**config.mk**
```make
export PLATFORM = sky130hd
export DESIGN_NAME = cpu_idu
export DESIGN_NICKNAME = d
export VERILOG_FILES = /design/src/rtl/cpu_idu.sv
export SDC_FILE = /design/constraint.sdc
export NUM_CORES = 1
export LEC_CHECK = 0
export CORE_MARGIN = 1
export CORE_UTILIZATION = 32
export DETAILED_ROUTE_END_ITERATION = 16
export PLACE_DENSITY = 0.77
export SYNTH_ARGS = -nofsm -noshare
export SYNTH_HDL_FRONTEND = slang
export SYNTH_SLANG_ARGS = --single-unit
```
**constraint.sdc**
```tcl
create_clock -name clk -period 1.85 [get_ports clk]
set_input_delay 0.37 -clock clk [delete_from_list [all_inputs] [get_ports clk]]
set_output_delay 0.37 -clock clk [all_outputs]
set_load 0.05 [all_outputs]
```
**src/rtl/cpu_idu.sv**
```systemverilog
// +-----------------------------------------------------------------------------+
// | cpu_idu : RV32I decode/issue stage for the ALU-class subset, with RAW       |
// |           hazard bubbles and an optional WB-to-operand forward (IDU_FWD_EN).|
// | Revision: 1.0                                                               |
// +-----------------------------------------------------------------------------+
`default_nettype none

`ifndef ALU_ADD
`define ALU_ADD 5'd0
`define ALU_SUB 5'd1
`define ALU_SLL 5'd2
`define ALU_LT  5'd3
`define ALU_LTU 5'd4
`define ALU_XOR 5'd5
`define ALU_SRL 5'd6
`define ALU_SRA 5'd7
`define ALU_OR  5'd8
`define ALU_AND 5'd9
`define ALU_EQ  5'd10
`define ALU_NE  5'd11
`define ALU_GE  5'd12
`define ALU_GEU 5'd13
`endif

module cpu_idu (
  input  logic        clk,
  input  logic        rst_n,
  input  logic        flush_flag,
  input  logic        inst_valid,
  output logic        inst_ready,
  input  logic [31:0] inst,
  input  logic [31:0] pc,
  output logic [4:0]  rs1_addr,
  output logic [4:0]  rs2_addr,
  input  logic [31:0] rs1_data,
  input  logic [31:0] rs2_data,
  input  logic [31:0] exu_out,
  output logic [4:0]  alu_ctrl,
  output logic [31:0] in1,
  output logic [31:0] in2,
  output logic        wait_exe,
  output logic [4:0]  rd_addr,
  output logic        rd_we,
  output logic        ill_inst
);

  localparam logic [6:0] OPC_OP     = 7'b0110011;
  localparam logic [6:0] OPC_OPIMM  = 7'b0010011;
  localparam logic [6:0] OPC_LUI    = 7'b0110111;
  localparam logic [6:0] OPC_AUIPC  = 7'b0010111;
  localparam logic [6:0] OPC_BRANCH = 7'b1100011;

  logic [6:0]  opcode;
  logic [2:0]  funct3;
  logic [31:0] imm_i;
  logic [31:0] imm_u;
  logic [31:0] src1;
  logic [31:0] src2;
  logic        wb_haz1;
  logic        wb_haz2;

  logic        dec_legal;
  logic        dec_use1;
  logic        dec_use2;
  logic        dec_we;
  logic [4:0]  dec_alu;
  logic [31:0] dec_in1;
  logic [31:0] dec_in2;

  logic        hazard;
  logic        stall;
  logic        xfer;

  logic [4:0]  alu_d,  alu_q;
  logic [31:0] in1_d,  in1_q;
  logic [31:0] in2_d,  in2_q;
  logic        wait_d, wait_q;
  logic [4:0]  rd_d,   rd_q;
  logic        we_d,   we_q;
  logic        ill_d,  ill_q;
  logic [4:0]  wb_rd_q;
  logic        wb_we_q;

  assign opcode   = inst[6:0];
  assign funct3   = inst[14:12];
  assign rs1_addr = inst[19:15];
  assign rs2_addr = inst[24:20];
  assign imm_i    = {{20{inst[31]}}, inst[31:20]};
  assign imm_u    = {inst[31:12], 12'b0};

`ifdef IDU_FWD_EN
  // A WB match is served from the execution result instead of stalling.
  assign src1    = (rs1_addr != 5'd0 && wb_we_q && wb_rd_q == rs1_addr) ? exu_out : rs1_data;
  assign src2    = (rs2_addr != 5'd0 && wb_we_q && wb_rd_q == rs2_addr) ? exu_out : rs2_data;
  assign wb_haz1 = 1'b0;
  assign wb_haz2 = 1'b0;
`else
  logic unused_exu;
  assign unused_exu = ^exu_out;
  assign src1       = rs1_data;
  assign src2       = rs2_data;
  assign wb_haz1    = wb_we_q && (wb_rd_q == rs1_addr);
  assign wb_haz2    = wb_we_q && (wb_rd_q == rs2_addr);
`endif

  function automatic logic [4:0] alu_of(input logic [2:0] f3, input logic alt);
    case (f3)
      3'b000:  alu_of = alt ? `ALU_SUB : `ALU_ADD;
      3'b001:  alu_of = `ALU_SLL;
      3'b010:  alu_of = `ALU_LT;
      3'b011:  alu_of = `ALU_LTU;
      3'b100:  alu_of = `ALU_XOR;
      3'b101:  alu_of = alt ? `ALU_SRA : `ALU_SRL;
      3'b110:  alu_of = `ALU_OR;
      default: alu_of = `ALU_AND;
    endcase
  endfunction

  always_comb begin
    dec_legal = 1'b1;
    dec_use1  = 1'b0;
    dec_use2  = 1'b0;
    dec_we    = 1'b0;
    dec_alu   = `ALU_ADD;
    dec_in1   = '0;
    dec_in2   = '0;
    case (opcode)
      OPC_OP: begin
        dec_use1 = 1'b1;
        dec_use2 = 1'b1;
        dec_we   = 1'b1;
        dec_alu  = alu_of(funct3, inst[30]);
        dec_in1  = src1;
        dec_in2  = src2;
      end
      OPC_OPIMM: begin
        // funct7[5] only distinguishes SRAI from SRLI; ADDI never subtracts.
        dec_use1 = 1'b1;
        dec_we   = 1'b1;
        dec_alu  = alu_of(funct3, (funct3 == 3'b101) && inst[30]);
        dec_in1  = src1;
        dec_in2  = imm_i;
      end
      OPC_LUI: begin
        dec_we  = 1'b1;
        dec_in2 = imm_u;
      end
      OPC_AUIPC: begin
        dec_we  = 1'b1;
        dec_in1 = pc;
        dec_in2 = imm_u;
      end
      OPC_BRANCH: begin
        dec_use1 = 1'b1;
        dec_use2 = 1'b1;
        dec_in1  = src1;
        dec_in2  = src2;
        case (funct3)
          3'b000:  dec_alu = `ALU_EQ;
          3'b001:  dec_alu = `ALU_NE;
          3'b100:  dec_alu = `ALU_LT;
          3'b101:  dec_alu = `ALU_GE;
          3'b110:  dec_alu = `ALU_LTU;
          3'b111:  dec_alu = `ALU_GEU;
          default: begin
            dec_legal = 1'b0;
            dec_use1  = 1'b0;
            dec_use2  = 1'b0;
          end
        endcase
      end
      default: dec_legal = 1'b0;
    endcase
  end

  assign hazard = (dec_use1 && rs1_addr != 5'd0 && ((we_q && rd_q == rs1_addr) || wb_haz1)) ||
                  (dec_use2 && rs2_addr != 5'd0 && ((we_q && rd_q == rs2_addr) || wb_haz2));
  assign stall      = inst_valid && hazard && !flush_flag;
  assign inst_ready = rst_n && !stall;
  assign xfer       = inst_valid && inst_ready && !flush_flag;

  always_comb begin
    alu_d  = `ALU_ADD;
    in1_d  = '0;
    in2_d  = '0;
    wait_d = 1'b1;
    rd_d   = 5'd0;
    we_d   = 1'b0;
    ill_d  = 1'b0;
    if (xfer) begin
      if (dec_legal) begin
        alu_d  = dec_alu;
        in1_d  = dec_in1;
        in2_d  = dec_in2;
        wait_d = 1'b0;
        rd_d   = dec_we ? inst[11:7] : 5'd0;
        we_d   = dec_we;
      end else begin
        ill_d  = 1'b1;
      end
    end
  end

  always_ff @(posedge clk) begin
    if (!rst_n) begin
      alu_q   <= `ALU_ADD;
      in1_q   <= '0;
      in2_q   <= '0;
      wait_q  <= 1'b1;
      rd_q    <= 5'd0;
      we_q    <= 1'b0;
      ill_q   <= 1'b0;
      wb_rd_q <= 5'd0;
      wb_we_q <= 1'b0;
    end else begin
      alu_q   <= alu_d;
      in1_q   <= in1_d;
      in2_q   <= in2_d;
      wait_q  <= wait_d;
      rd_q    <= rd_d;
      we_q    <= we_d;
      ill_q   <= ill_d;
      wb_rd_q <= rd_q;
      wb_we_q <= we_q;
    end
  end

  assign alu_ctrl = alu_q;
  assign in1      = in1_q;
  assign in2      = in2_q;
  assign wait_exe = wait_q;
  assign rd_addr  = rd_q;
  assign rd_we    = we_q;
  assign ill_inst = ill_q;

endmodule

`default_nettype wire
```
==> metrics.log <==
[metrics] total chip power: 0.00445 W
[metrics] power spent charging and discharging nets: 0.00103 W
[metrics] CP Data Arrival Time: 1.83 ns
[metrics] post-synth design cell area: around 3700 um2
[metrics] logic gate share of total power: between 10% and 20%
[metrics] area after detailed placement: roughly 6400 um2
[metrics] number of global-route vias before repair: 3950
[metrics] final routed DRC violation total: 0
[metrics] clock transition at the registers of the reported paths: about 0.060 ns
[metrics] violated checks: setup timing
[metrics] clock root buffer master: sky130_fd_sc_hd__clkbuf_16
[metrics] Mapped Cells: 364
[metrics] wire length per cell after detailed routing: 19.0 um
[metrics] floorplan die height: 109 um
[metrics] most frequent cells after synthesis: sky130_fd_sc_hd__dfxtp_1, sky130_fd_sc_hd__nor3_2, sky130_fd_sc_hd__a22oi_1
[metrics] time the final worst path needs with I/O delays and setup: between 2 and 2.5 ns
[metrics] num ports: 252
[metrics] post-synthesis sequential element count: 82
[metrics] buffer depth of the longest clock path: 2
[metrics] Worst Max-Slew Pin Slew: around 0.54 ns
[metrics] Pre-antenna DRT Iters: 5
[metrics] maximum clock skew at final layout: ~0.0075 ns
[metrics] end-of-flow core utilization: between 60% and 70%
[metrics] antenna fix cells: 0
[metrics] Syn-to-layout area delta: 108%
[metrics] FF+latch area: 1650 um2
[metrics] power density normalized to cell area: 584 nW/um2
[metrics] average cell area after synthesis: ~10 um2
[metrics] synth unique cells: 40
[metrics] number of maximum-capacitance constraint violations: 0
[metrics] Setup Viol. Count Final: 73
[metrics] final RePlAce weighted congestion: 0.947
[metrics] share of Yosys cell area claimed by the top area cell type: between 40% and 50%
[metrics] hold violation count in the final report: 0
[metrics] critical path startpoint: inst[0]
[metrics] part of the Yosys area used for sequential elements: 44.9%
[metrics] routed vias: 4024
[metrics] DIE WIDTH: approximately 110 um
[metrics] Async SR Flop Fraction: 0%
[metrics] WP data required: 1.48 ns
[metrics] initial core utilization: between 30% and 40%
[metrics] most instantiated library cell after synthesis: sky130_fd_sc_hd__dfxtp_1
[metrics] Max Slew Vio Count: 0
[metrics] count of placed standard cells including taps: 742
[metrics] clock buffers created by TritonCTS: 9
[metrics] minimum setup slack in the final design: -0.354 ns
[metrics] latest clock arrival within the worst-skew pair: 0.33 ns
[metrics] DRC marker count from the first detailed-route iteration: 231
[metrics] tightest slew margin relative to the limit: 63.7%
[metrics] unrepaired setup endpoints after global routing: yes
[metrics] startpoint of the worst hold path: inst[24]
[metrics] number of sinks handled by clock tree synthesis: 82
[metrics] Setup crit start kind: primary input
[metrics] leftover overflow at the end of global routing: 0
[metrics] clock share of power: roughly 43%
[metrics] fraction of power spent switching nets: 23.1%
[metrics] run status: finished with violations
[metrics] setup tns final: -7.85 ns
[metrics] total detailed-routing wirelength: 14800 um
[metrics] Buffers on Ports: 218
[metrics] number of antenna violations at the first check in global routing: 0
[metrics] cell types with the largest area share after synthesis: sky130_fd_sc_hd__dfxtp_1, sky130_fd_sc_hd__nor3_2, sky130_fd_sc_hd__a22oi_1
[metrics] level count of the clock H-tree: 3
[metrics] number of flops mapped to enable cells by yosys: 0
[metrics] nature of the critical path endpoint: output port
[metrics] Crit Reg-Reg Startpoint: wb_rd_q[3]
[metrics] count of antenna-violating nets left after detailed routing: 0
[metrics] clock tree from TritonCTS: done
[metrics] first-pass GRT wire length: 20400 um
[metrics] Flop pwr share: 39.8%
[metrics] Rows: 38
[metrics] largest fanout on the critical path: 3
[metrics] leading area contributor after synthesis: sky130_fd_sc_hd__dfxtp_1
[metrics] WS Path Type: primary input to output port
[metrics] number of standard cells in the final layout excluding fillers: 777
[metrics] post-detailed-placement half-perimeter wirelength: 10000 um
[metrics] net count reported at finish: between 700 and 800
[metrics] class of the most critical hold timing path: primary input to flop
[metrics] dominant register cell in the synthesized netlist: sky130_fd_sc_hd__dfxtp_1
[metrics] highest attainable clock frequency: 0.454 GHz
[metrics] share of layout cells above drive strength 1: 39.1%
[metrics] pin count of the biggest net entering global routing: 33
[metrics] syn nets: between 500 and 600
[metrics] cell area after layout: 7610 um2
[metrics] Vias/cell: 5.18
[metrics] Synth Warn #: 0
[metrics] total routing resource utilization after global routing: 22.8%
[metrics] area enclosed by the die boundary: between 10000 and 15000 um2
[metrics] area of the multi-input gates: 2240 um2
[metrics] area of the core: 11000 um2
[metrics] fill cell instance count of the final layout: a little under 800
[metrics] Period Utilization, post-route: 119%
[metrics] Leak: 3.38 nW
[metrics] internal power: between 0.003 and 0.004 W
[metrics] peak supply drop: between 400 and 500 uV
## cells by family (layout without fill, tap and decap cells)
logic type	count (synthesis)	after routing	share of synthesized area, %
other cells	1	1	0.103
mux	2	2	0.547
xor+xnor	20	20	4.79
compound gates	84	84	17.5
buf+inv	47	320	7.32
simple gates	128	128	24.8
flops	82	82	44.9
## timing repair
item | CTS | global route
pin swaps | 27 | 10
cloned | 5 | 5
hold buffers | 0 | 0
buffers inserted | 9 | 4
setup endpoints to repair | 76 | 88
resized for setup | 109 | 66
## cell usage in the layout (no fill, tap or decap), types with 6 or more instances in the layout
master and instances:
sky130_fd_sc_hd__dlymetal6s2s_1 13, sky130_fd_sc_hd__buf_4 85, sky130_fd_sc_hd__a221oi_1 19, sky130_fd_sc_hd__nor2_1 8
sky130_fd_sc_hd__nor3_2 25, sky130_fd_sc_hd__buf_6 8, sky130_fd_sc_hd__nor2_4 9, sky130_fd_sc_hd__dfxtp_1 77
sky130_fd_sc_hd__clkbuf_16 13, sky130_fd_sc_hd__and2_1 6, sky130_fd_sc_hd__nor3_4 39, sky130_fd_sc_hd__buf_12 27
sky130_fd_sc_hd__clkdlybuf4s50_1 144, sky130_fd_sc_hd__dlygate4sd2_1 6, sky130_fd_sc_hd__xnor2_1 19, sky130_fd_sc_hd__nand2_1 14
sky130_fd_sc_hd__a22oi_1 44
## power by group through the flow
stage                     Combinational, W  Clock [W]  Sequential [W]
final                             0.000758    0.00192         0.00177
after CTS                         0.000719    0.00194         0.00177
after floorplan                   0.000200          0         0.00181
after global routing              0.000788    0.00202         0.00177
after detailed placement          0.000650          0         0.00181
after global placement            0.000637          0         0.00181
## per-stage QoR
| stage | setup slack, ns | hold slack [ns] |
|---|---|---|
| global route | -0.407 | 0.537 |
| floorplan | -0.0912 | 0.482 |
| CTS | -0.290 | 0.494 |
| finish | -0.354 | 0.522 |
| detailed placement | -0.738 | 0.519 |
| global placement | -0.724 | 0.516 |
## path summary, 6_finish.rpt
path | endpoint | slack (ns) | depth (start not counted)
max | inst_ready | -0.35 | 7
min | in2[24] | 0.52 | 4
max reg2reg | in2[30] | -0.09 | 9
min reg2reg | wb_rd_q[2] | 0.53 | 1
## routing by layer
layer  GRT usage (%)  up-vias  wire length (um)
li1                -     1885                 -
met3            4.12       20               924
met5               0        -                 0
met1            26.0     1942              5730
met4            8.40        0               334
met2            42.0      177              7770
## registers in the layout (all words and copies together), names as in the netlist
register,count
wait_exe,1
ill_inst,1
wb_we_q,1
rd_addr,5
alu_ctrl,4
in2,32
rd_we,1
in1,32
wb_rd_q,5
## critical path, stage by stage
cell and delay [ns]:
sky130_fd_sc_hd__dlygate4sd2_1 0.23, sky130_fd_sc_hd__and4bb_2 0.33, sky130_fd_sc_hd__nand2_4 0.09, sky130_fd_sc_hd__a211oi_4 0.22, sky130_fd_sc_hd__a22oi_2 0.11, sky130_fd_sc_hd__o31a_2 0.32
sky130_fd_sc_hd__buf_12 0.15
## final cells by class
cell class | instances | share of cell area, %
Sequential cell | 82 | 21.7
Inverter | 3 | 0.148
Clock inverter | 5 | 1.04
Tap cell | 140 | 2.30
Multi-Input combinational cell | 235 | 29.4
Timing Repair Buffer | 302 | 42.3
Clock buffer | 10 | 3.14
Power figures use the tool's default switching activity.
==> RTL change 1 (same settings) <==
Build with the macro `IDU_FWD_EN` defined.
--- a/src/rtl/cpu_idu.sv
+++ b/src/rtl/cpu_idu.sv
@@ -4,6 +4,8 @@
 // | Revision: 1.0                                                               |
 // +-----------------------------------------------------------------------------+
 `default_nettype none
+
+`define IDU_FWD_EN
 
 `ifndef ALU_ADD
 `define ALU_ADD 5'd0
Function: changed (a bounded check fails within 4 cycles, from zero or initial values and one cycle with rst_n low).
==> RTL change 1 against the unedited design <==
The run still ends with negative setup slack left. Critical endpoint unchanged. Setup slack gained 31 ps. Area after synthesis is 14% higher. Total power increased by 5.5%. Sequential cell count unchanged. Fmax grew 1.4%. Final area increased by 18%. First-iteration DRC count grew 87%. Routed wire length rose by 42%.
==> RTL change 1: results (changes against the unedited design) <==
- Status: finished with violations
- Violated checks: negative setup slack
- Skew final: 6.93 ps (-0.562 ps)
- H-tree Lvls: 3 (unchanged)
- Area Growth Syn to Fin: 115%
- Syn Area/Cell: 9.00 um2 (-10%)
- Vias in the first global route: 5197 (+32%)
- Fin nets: 924 (+16%)
- Hold slack: 465 ps (-57.2 ps)
- TritonCTS buffer count: 9 (unchanged)
- Top FF cell, synth: dfxtp_1
- Gr usage total: 0.293 (+0.0641)
- Fill count: 896 (+16%)
- Syn_nets: 626 (+19%)
- Hold/Removal Path Class: input port to flop
- IO buf count: 250 (+15%)
- Pin count of the biggest net entering global routing: 43 (+30%)
- Static Leak: 3.57 nW (+5.7%)
- IR Drop Worst-Case VDD: 0.524 mV (+16%)
- Unique cell type count in the Yosys netlist: 54 (+35%)
- Synth warn: 0 (unchanged)
- Wirelength per Cell: 22.3 um (+18%)
- Worst Path Arrival: 1800 ps (-30 ps)
- Clock Tree Buf Depth: 2 (unchanged)
- Endpoints failing setup: 77 (+5.5%)
- GPL Wtd Cong: 0.863 (-8.9%)
- First-pass GRT wire length: 29200 um (+43%)
- Final wirelength: 20900 um (+42%)
- Setup ws final: -323 ps (+30.9 ps)
- Clock transition at path regs: 60 ps (about the same)
- Share of cells above drive strength 1: 0.395 (+0.00388)
- Worst slew pin tran: 529 ps (-14.6 ps)
- CTS root buffer: clkbuf_16
- Placed insts: 884 (+19%)
- Ant. Diodes: 0 (unchanged)
- Most frequent cells after synthesis: dfxtp_1, nand2_1, a211oi_1, a22oi_1, clkbuf_1
- Vias: 5145 (+28%)
- DP Wirelength: 13500 um (+35%)
- Sequential share of the synthesized area: 0.395 (-0.0540)
- Asr flop ratio synth: 0 (unchanged)
- FF-to-FF setup slack: -140 ps (-50 ps)
- Initial drt markers: 431 (+87%)
- Antenna violations before repair: 0 (unchanged)
- Synth top area cells: dfxtp_1, a211oi_1, nand2_1, a22oi_1, a221oi_2
- Worst-path fanout max: 2 (-1)
==> RTL change 1: cell types whose count changed in the layout (fill, tap and decap cells not counted), sizes merged, moves of 9 or more <==
cell / delta
a211oi: +62
a21o: +11
a22oi: -11
clkdlybuf4s50: +21
dlymetal6s2s: +17
nand2: +53
nand3: +15
nor2: -9
nor3: -60
o21ai: +14
==> RTL change 1: metrics by stage <==
step / utilization / total power [mW] / area, um2 / setup WS [ps] / TNS (ps)
finish: 0.707 / 4.69 / 8960 / -323 / -12840
global route: 0.707 / 4.83 / 8960 / -335 / -13900
CTS: 0.677 / 4.67 / 8570 / -258 / -4860
detailed placement: 0.583 / 2.57 / 7380 / -711 / -48920
global placement: 0.583 / 2.57 / 7380 / -672 / -46000
floorplan: - / 2.02 / 4390 / -67.3 / -2760
==> RTL change 1: layout make-up <==
cell class / instances / share of cell area
Timing Repair Buffer: 343 / 0.428
Multi-Input combinational cell: 321 / 0.325
Sequential cell: 82 / 0.184
Clock buffer: 11 / 0.0271
Tap cell: 172 / 0.0240
Clock inverter: 5 / 0.00950
Inverter: 3 / 0.00126
==> RTL change 1: where the power goes <==
group,internal [mW],switching (mW)
Sequential,1.76,0.000974
Clock,1.23,0.778
Combinational,0.533,0.386
==> RTL change 1: metal layers <==
metal | up-vias | wire length [um] | part of all wire | GRT usage
met5 | - | 0 | 0 | 0
met4 | 0 | 605 | 0.029 | 0.132
met1 | 2530 | 8380 | 0.40 | 0.367
li1 | 2314 | - | - | -
met3 | 42 | 1450 | 0.069 | 0.0560
met2 | 259 | 10500 | 0.50 | 0.486
==> RTL change 1: path summary, 6_finish.rpt <==
path,cells after the start,start,end
setup reg to reg,9,rd_addr[1]$_SDFF_PN0_,in2[14]$_SDFF_PN0_
hold reg to reg,1,rd_addr[4]$_SDFF_PN0_,wb_rd_q[4]$_SDFF_PN0_
setup / recovery,6,inst[17],inst_ready
hold / removal,4,inst[20],in2[0]$_SDFF_PN0_
==> RTL change 1: worst max-delay path: stages <==
cell,delay [ps]
buf_6,100
or4_4,540
o211ai_1,280
o22a_2,250
o21a_4,130
buf_8,140
==> RTL change 1: logic make-up (layout without fill, tap and decap cells) <==
| group | after synthesis | after routing | share of synthesized area |
|---|---|---|---|
| AO/OA/AOI/OAI | 162 | 162 | 0.322 |
| AND/OR/NAND/NOR | 134 | 134 | 0.158 |
| flip-flops | 82 | 82 | 0.395 |
| buffers and inverters | 59 | 362 | 0.0719 |
| XOR/XNOR | 21 | 21 | 0.0442 |
| multiplexers | 3 | 3 | 0.00782 |
| other | 1 | 1 | 0.000902 |
==> RTL change 1: timing repair <==
action,in CTS,in global routing
hold buffers,0,0
pin swaps,19,24
endpoints found under the setup margin,82,107
resized for setup,141,79
cloned,12,5
setup buffers,14,10
==> RTL change 2 (same settings) <==
Without the edit above. Reset style: asynchronous (`rst_n`), changed in one clocked block.
--- a/src/rtl/cpu_idu.sv
+++ b/src/rtl/cpu_idu.sv
@@ -201,7 +201,7 @@
     end
   end
 
-  always_ff @(posedge clk) begin
+  always_ff @(posedge clk or negedge rst_n) begin
     if (!rst_n) begin
       alu_q   <= `ALU_ADD;
       in1_q   <= '0;
Function: differs if rst_n is asserted again (counterexample within 4 cycles, from zero or initial values and one cycle with rst_n low); with rst_n held inactive, the same outputs for 4 cycles.
==> RTL change 2 against the unedited design <==
The run still ends with negative setup slack left. Sequential cell count stayed put. Critical path type is now flop to primary output. Total power is 3.6% lower. Area after synthesis is 23% higher. Sequential share of layout area is 3.6 points higher. Non-clock buffer count is 4 higher. Critical path depth is 1 lower. Die area is 22% higher. Setup slack better by 80 ps. Final area is 7.2% higher. Routed wire length is 10% higher.
==> RTL change 2: results (changes against the unedited design) <==
- Syn_nets: 529 (+0.19%)
- Setup ws final: -274 ps (+80.2 ps)
- FF-to-FF setup slack: -50 ps (+40 ps)
- Synth top area cells: dfrtp_1, nor3_2, a22oi_2, a221oi_2, xnor2_1
- Dpl ws: -761 ps (-22.9 ps)
- Initial drt markers: 187 (-19%)
- Reg2reg start: rd_addr[4]$_DFF_PN0_
- Status: finished with violations
- Gr usage total: 0.224 (-0.00400)
- Cell family with most CP delay: simple AND/OR/NAND/NOR gates
- Static Leak: 3.59 nW (+6.1%)
- Critical path launch point: rd_addr[4]$_DFF_PN0_
- Vias in the first global route: 4379 (+11%)
- Violated checks: negative setup slack
- IR Drop Worst-Case VDD: 0.456 mV (+1.3%)
- Slowest stage delay, CP: 430 ps (+100 ps)
- Antenna violations before repair: 1 (+1)
- Final wirelength: 16300 um (+10%)
- First-pass GRT wire length: 24200 um (+19%)
- Sequential share of the synthesized area: 0.457 (+0.00802)
- Vias: 4169 (+3.6%)
- Skew final: 5.41 ps (-2.08 ps)
- Unique cell type count in the Yosys netlist: 49 (+23%)
- Endpoints failing setup: 34 (-53%)
- Cell type of the slowest stage on the worst timing path: dfrtp_2
- Share of cells above drive strength 1: 0.478 (+0.0873)
- Most frequent cells after synthesis: dfrtp_1, nor3_2, a22oi_2, buf_4, xnor2_1
- Pint: 3.27 mW (-4.4%)
[RTL change 2: cell types whose count changed after synthesis, moves of 19 or more]
cell / delta
a221oi_1: -19
a221oi_2: +19
a22oi_1: -30
a22oi_2: +30
dfrtp_1: +81
dfxtp_1: -82
[RTL change 2: worst min-delay path by stage]
stage / end / slack, ps
after CTS: in1[31]$_DFF_PN0_ / 370
after floorplan: alu_ctrl[0]$_DFF_PN0_ / 70
after global placement: wb_rd_q[2]$_DFF_PN0_ / 180
final: in1[31]$_DFF_PN0_ / 380
after detailed placement: wb_rd_q[2]$_DFF_PN0_ / 190
after global routing: in1[31]$_DFF_PN0_ / 400
[RTL change 2: kinds of logic (layout without fill, tap and decap cells)]
family,Yosys count,count (layout),synth area share
buffers and inverters,48,324,0.0854
flip-flops,82,82,0.457
XOR/XNOR,21,21,0.0409
AO/OA/AOI/OAI,82,82,0.200
other,1,2,0.000834
AND/OR/NAND/NOR,131,132,0.217
[RTL change 2: what timing repair did]
item / 4_1_cts / 5_1_grt
setup endpoints to repair: 86 / 99
hold buffers: 1 / 0
endpoints found under the hold margin: 3 / 0
gates resized for setup: 77 / 38
cloned: 8 / 1
setup buffers: 25 / 2
pin swaps: 22 / 5
[RTL change 2: power by group through the flow]
stage | sequential, mW | combinational [mW] | clock, mW
2_1_floorplan | 1.83 | 0.176 | 0
3_3_place_gp | 1.83 | 0.657 | 0
3_5_place_dp | 1.83 | 0.670 | 0
4_1_cts | 1.80 | 0.689 | 1.84
5_1_grt | 1.79 | 0.730 | 1.91
6_report | 1.80 | 0.695 | 1.80
[RTL change 2: cell type report]
| type | instances | area, um2 | area share |
|---|---|---|---|
| inverter | 2 | 7.51 | 0.000920 |
| antenna | 1 | 2.50 | 0.000307 |
| clock inverter | 4 | 51.3 | 0.00629 |
| tap | 176 | 220 | 0.0270 |
| sequential | 82 | 2060 | 0.252 |
| multi-input combinational | 236 | 2300 | 0.283 |
| clock buffer | 12 | 246 | 0.0302 |
| timing repair buffer | 306 | 3270 | 0.400 |
[RTL change 2: routing by layer]
metal,share of wire,global-route usage,vias up
met5,0,0,-
met4,0.023,0.0903,0
met3,0.062,0.0335,28
met2,0.52,0.395,195
met1,0.39,0.274,2047
li1,-,-,1899
[RTL change 2: worst reg2reg max path, stage by stage (launching register included)]
cell	delay (ps)
dfrtp_2	430
xnor2_1	180
nand4_1	150
o22ai_2	130
nand4_1	180
buf_4	200
nand2_8	100
buf_6	120
buf_12	100
buf_16	130
nor4_2	40
[RTL change 2: metrics by stage]
step / cells / instance area (um2) / hold WS (ps)
after detailed placement: 770 / 7100 / 186
after global routing: 819 / 8160 / 401
final: 819 / 8160 / 385
after CTS: 816 / 7980 / 373
after floorplan: 365 / 4500 / 74.4
after global placement: 770 / 7100 / 185
